==> src/rtl/dram_port_arbiter.sv <==
// Shares one synchronous RAM port between the data (d_*) and fetch (i_*) requesters.
// Optional `ARB_RR_EN: alternate the grant on contention instead of fixed data priority.
module dram_port_arbiter #(
  parameter int ADDR_W  = 32,
  parameter int DATA_W  = 32,
  parameter int RAM_LAT = 1
) (
  input  logic                clk,
  input  logic                rstn,
  input  logic [DATA_W/8-1:0] d_ren,
  input  logic [DATA_W/8-1:0] d_wen,
  input  logic [ADDR_W-1:0]   d_addr,
  input  logic [DATA_W-1:0]   d_wdata,
  output logic                d_busy,
  output logic                d_rvalid,
  output logic [DATA_W-1:0]   d_rdata,
  output logic                d_wdone,
  input  logic                i_req,
  input  logic [ADDR_W-1:0]   i_addr,
  output logic                i_busy,
  output logic                i_rvalid,
  output logic [DATA_W-1:0]   i_rdata,
  output logic                ram_en,
  output logic [DATA_W/8-1:0] ram_we,
  output logic [ADDR_W-1:0]   ram_addr,
  output logic [DATA_W-1:0]   ram_wdata,
  input  logic [DATA_W-1:0]   ram_rdata,
  output logic                err
);
  localparam int STRB_W = DATA_W / 8;

  logic              d_pulse;
  logic              d_cand;
  logic              i_cand;
  logic              d_first;
  logic              grant_d;
  logic              grant_i;

  logic              d_slot_vld_q, d_slot_vld_d;
  logic [STRB_W-1:0] d_slot_we_q, d_slot_we_d;
  logic [ADDR_W-1:0] d_slot_addr_q, d_slot_addr_d;
  logic [DATA_W-1:0] d_slot_wdata_q, d_slot_wdata_d;
  logic              i_slot_vld_q, i_slot_vld_d;
  logic [ADDR_W-1:0] i_slot_addr_q, i_slot_addr_d;

  logic              err_q, err_d;
  logic              ram_en_q, ram_en_d;
  logic [STRB_W-1:0] ram_we_q, ram_we_d;
  logic [ADDR_W-1:0] ram_addr_q, ram_addr_d;
  logic [DATA_W-1:0] ram_wdata_q, ram_wdata_d;
  logic              d_wdone_q, d_wdone_d;
  logic              ram_own_q, ram_own_d;

  logic [RAM_LAT-1:0] tag_vld_q, tag_vld_d;
  logic [RAM_LAT-1:0] tag_own_q, tag_own_d;

`ifdef ARB_RR_EN
  logic last_d_q, last_d_d;

  always_comb begin
    last_d_d = ram_en_d ? grant_d : last_d_q;
  end

  always_ff @(posedge clk or negedge rstn) begin
    if (!rstn) begin
      last_d_q <= 1'b0;
    end else begin
      last_d_q <= last_d_d;
    end
  end
`endif

  always_comb begin
    d_pulse = (|d_ren) | (|d_wen);

    // A full slot is always the candidate; otherwise the incoming pulse is.
    d_cand         = d_slot_vld_q | d_pulse;
    d_slot_we_d    = d_slot_vld_q ? d_slot_we_q    : d_wen;
    d_slot_addr_d  = d_slot_vld_q ? d_slot_addr_q  : d_addr;
    d_slot_wdata_d = d_slot_vld_q ? d_slot_wdata_q : d_wdata;
    i_cand         = i_slot_vld_q | i_req;
    i_slot_addr_d  = i_slot_vld_q ? i_slot_addr_q  : i_addr;

`ifdef ARB_RR_EN
    d_first = ~last_d_q;
`else
    d_first = 1'b1;
`endif
    grant_d = d_cand & (d_first | ~i_cand);
    grant_i = i_cand & ~grant_d;

    d_slot_vld_d = d_cand & ~grant_d;
    i_slot_vld_d = i_cand & ~grant_i;

    err_d = err_q
          | ((|d_ren) & (|d_wen))
          | (d_pulse & d_slot_vld_q)
          | (i_req & i_slot_vld_q);

    ram_en_d    = grant_d | grant_i;
    ram_we_d    = grant_d ? d_slot_we_d : '0;
    ram_addr_d  = grant_d ? d_slot_addr_d : (grant_i ? i_slot_addr_d : ram_addr_q);
    ram_wdata_d = grant_d ? d_slot_wdata_d : ram_wdata_q;
    d_wdone_d   = grant_d & (|d_slot_we_d);
    ram_own_d   = grant_d;

    // The issue register acts as stage 0, so a tag leaves the pipe RAM_LAT cycles after ram_en.
    tag_vld_d    = '0;
    tag_own_d    = '0;
    tag_vld_d[0] = ram_en_q & ~(|ram_we_q);
    tag_own_d[0] = ram_own_q;
    for (int k = 1; k < RAM_LAT; k++) begin
      tag_vld_d[k] = tag_vld_q[k-1];
      tag_own_d[k] = tag_own_q[k-1];
    end
  end

  always_ff @(posedge clk or negedge rstn) begin
    if (!rstn) begin
      d_slot_vld_q <= 1'b0;
      i_slot_vld_q <= 1'b0;
      err_q        <= 1'b0;
      ram_en_q     <= 1'b0;
      ram_we_q     <= '0;
      ram_addr_q   <= '0;
      ram_wdata_q  <= '0;
      d_wdone_q    <= 1'b0;
      ram_own_q    <= 1'b0;
      tag_vld_q    <= '0;
      tag_own_q    <= '0;
    end else begin
      d_slot_vld_q <= d_slot_vld_d;
      i_slot_vld_q <= i_slot_vld_d;
      err_q        <= err_d;
      ram_en_q     <= ram_en_d;
      ram_we_q     <= ram_we_d;
      ram_addr_q   <= ram_addr_d;
      ram_wdata_q  <= ram_wdata_d;
      d_wdone_q    <= d_wdone_d;
      ram_own_q    <= ram_own_d;
      tag_vld_q    <= tag_vld_d;
      tag_own_q    <= tag_own_d;
    end
  end

  // Slot payloads are qualified by the valid flags, so they need no reset.
  always_ff @(posedge clk) begin
    d_slot_we_q    <= d_slot_we_d;
    d_slot_addr_q  <= d_slot_addr_d;
    d_slot_wdata_q <= d_slot_wdata_d;
    i_slot_addr_q  <= i_slot_addr_d;
  end

  assign d_busy    = d_slot_vld_q;
  assign i_busy    = i_slot_vld_q;
  assign err       = err_q;
  assign ram_en    = ram_en_q;
  assign ram_we    = ram_we_q;
  assign ram_addr  = ram_addr_q;
  assign ram_wdata = ram_wdata_q;
  assign d_wdone   = d_wdone_q;

  assign d_rvalid = tag_vld_q[RAM_LAT-1] & tag_own_q[RAM_LAT-1];
  assign i_rvalid = tag_vld_q[RAM_LAT-1] & ~tag_own_q[RAM_LAT-1];
  assign d_rdata  = d_rvalid ? ram_rdata : '0;
  assign i_rdata  = i_rvalid ? ram_rdata : '0;

endmodule

==> config.mk <==
export PLATFORM = sky130hd
export DESIGN_NAME = dram_port_arbiter
export DESIGN_NICKNAME = d
export VERILOG_FILES = /design/src/rtl/dram_port_arbiter.sv
export SDC_FILE = /design/constraint.sdc
export NUM_CORES = 1
export LEC_CHECK = 0
export CORE_MARGIN = 5
export CORE_UTILIZATION = 35
export DETAILED_ROUTE_END_ITERATION = 7
export PLACE_DENSITY = 0.78
export SLEW_MARGIN = 20
export SYNTH_ARGS = -nofsm -noshare
export SYNTH_HDL_FRONTEND = slang
export SYNTH_SLANG_ARGS = --single-unit
==> constraint.sdc <==
create_clock -name clk -period 1.47 [get_ports clk]
set_input_delay 0.2205 -clock clk [delete_from_list [all_inputs] [get_ports clk]]
set_output_delay 0.2205 -clock clk [all_outputs]
set_load 0.01 [all_outputs]
==> impl_metrics.ini <==
[sta]
period_share_pct = 111.5
rsz0062_at_grt = true
hold_viol = 0
setup_viol = 66
fin_ws_ps = -168.5
fin_skew_ps = 5.981
fin_crit_ps = 1639
fmaxAchievable_mhz = 610.3
finalSetupTns_ps = -6954
drv_slew = 0

[cts]
cts_sinks = 107
cts_buffers = 9
clk_pin_slew_worst_paths_ps = 70
clkLatencyLatePin_ps = 350
cts-root-buf = clkbuf_16
cts_tree = done
cts_buffer_depth = 2
htree_levels = 3

[run_status]
run_status = finished, violations left
failed_checks = negative setup slack

[layout]
final_nets = 877
area_growth_pct = 73.57
final_cells = 923
antenna_cells = 0
drive_gt1_share_pct = 27.05

[placement]
portBuffers = 276
dpl.cell_count = 882
dp_hpwl_um = 12110
preCtsSetupSlack_ps = -409.8
place.gp.congestion = 0.8780

[global_route]
antenna_found_initial = 0
grt_pass1_vias = 4673
grt_usage_pct = 20.02
grt_max_degree = 36
gr-total-overflow = 0
grt_first_pass_wirelength_um = 25800

[yosys]
synthArstFlopShare_pct = 70.09
synth.distinct_cells = 23
avgSynthCellArea_sq_um = 10.95
ys_top_cells_by_area = dfrtp_1, dfxtp_1, o21ai_0
yosysWarnings = 0
yosys.area.top_type_share_pct = 38.60
netlist_area_sq_um = 4862
syn-instance-count = 444
synthFlopType = dfrtp_1
yosysSeqAreaShare_pct = 51.78
synth_nets = 583
synth_enable_flop_cells = 0
synth_seq_cells = 107
yosysTopAreaCell = dfrtp_1

[floorplan]
die_w_um = 127.9
start_util_pct = 35.30
io_pins = 278
core_sq_um = 13770
die-area_sq_um = 16350
row_count = 43
die_h_um = 127.9

[route]
wl_um = 16620
dr.pass1.iters = 4
wl_met3_um = 1464
wl_met2_um = 8621
wire_per_inst_um = 18.00
drt_iter0_markers = 264
vias = 4373
top_layer_used = met4
drt.antenna.violating_nets = 0
avgViaCountPerCell = 4.738
drcViolationCount = 0
wl_met1_um = 6343

[power]
power_leakage_nw = 4.253
irDropWorstVdd_mv = 0.6487
power_density_nw_per_um2 = 877.7

[setup_path]
cp_data_required_time_ps = 1250
cp-start-kind = flop
crit_path_end_kind = output port
crit_path_max_fanout = 5
arrival_ps = 1420
crit_type = reg2out

[hold_path]
hold_path_class = in2reg

[job]
max_cap_viol_count = 0
## worst max-delay path, cell delays in order (launching register included)
cell,delay (ps)
dfrtp_2,430
nor2b_4,160
buf_4,150
buf_6,100
and2_1,120
buf_2,120
## layout make-up
cell class              instances  area, sq um
inverters                      33        123.9
fillers                      1128         5334
well taps                     180        225.2
clock inverters                 7        125.1
clock buffers                   9        225.2
repair buffers                319         3087
multi-input cells             268         2133
flip-flops and latches        107         2520
## per-stage QoR
stage	hold WS [ps]	total power, mW	cell area [sq um]	util [%]
final	96.13	7.407	8439	61.27
after floorplan	-75.09	3.928	4862	-
after CTS	174.3	7.483	8272	60.06
after detailed placement	169.5	4.756	7869	57.13
after global placement	170.8	4.692	7869	57.13
after global routing	79.57	7.779	8439	61.27
## timing repair
action,4_1_cts,5_1_grt
buffers inserted,7,7
hold endpoints to repair,23,0
resized for setup,388,26
gates cloned,10,0
hold buffers,1,0
pin swaps,15,4
endpoints found under the setup margin,159,84
## per-layer routing
layer	vias up	global-route usage, %
met4	0	4.494
met5	-	0
met1	2090	23.14
met2	186	35.40
li1	2081	-
met3	16	7.333
## cell usage after synthesis (all sizes together) (3+ instances only)
| library cell | n |
|---|---|
| and2 | 34 |
| dfrtp | 75 |
| nand2 | 33 |
| nor4 | 3 |
| o21ai | 65 |
| dfxtp | 32 |
| and3 | 32 |
| mux2 | 64 |
| buf | 15 |
| clkbuf | 21 |
| inv | 33 |
| mux2i | 32 |
## worst paths after layout
kind	startpoint	endpoint	slack [ps]	depth (start not counted)
min in group asynchronous	rstn	ram_addr[9]$_DFFE_PN0P_	340	2
max in group asynchronous	rstn	d_wdone$_DFF_PN0_	600	3
worst max register to register	i_busy$_DFF_PN0_	ram_addr[14]$_DFFE_PN0P_	80	5
worst min register to register	ram_own_q$_DFF_PN0_	tag_own_q$_DFF_PN0_	360	0
worst min-delay path	d_wen[1]	ram_we[1]$_DFF_PN0_	100	1
worst max-delay path	tag_own_q$_DFF_PN0_	i_rdata[3]	-170	5
## sequential cells by signal, summed over array words and instances (netlist names), 4 cells and up
register and flops:
i_slot_addr_q 32, ram_addr 32, ram_wdata 32, ram_we 4
## power by group
group	total [mW]	internal [mW]	switching, mW
registers	3.37	3.26	0.115
clock network	2.78	1.68	1.10
logic	1.26	0.726	0.534
## cell families (layout without fill, tap and decap cells)
family	after synthesis	in the layout	synth area share, %
other	1	1	0.07713
DFF	107	107	51.78
muxes	96	96	22.95
and+or+nand+nor	104	104	11.99
buffers and inverters	69	368	6.253
AOI/OAI and AO/OA	67	67	6.948
## placed cells by master (no fill, tap or decap), drive strengths merged, types with 33 or more instances in the layout
master         netlist  layout
o21ai               65      65
clkdlybuf4s50        0     128
nand2               33      33
inv                 33      34
and2                34      34
dfrtp               75      75
buf                 15     107
mux2                64      64
dlygate4sd2          0      75
Note: power is estimated with default switching activity, not from simulation.
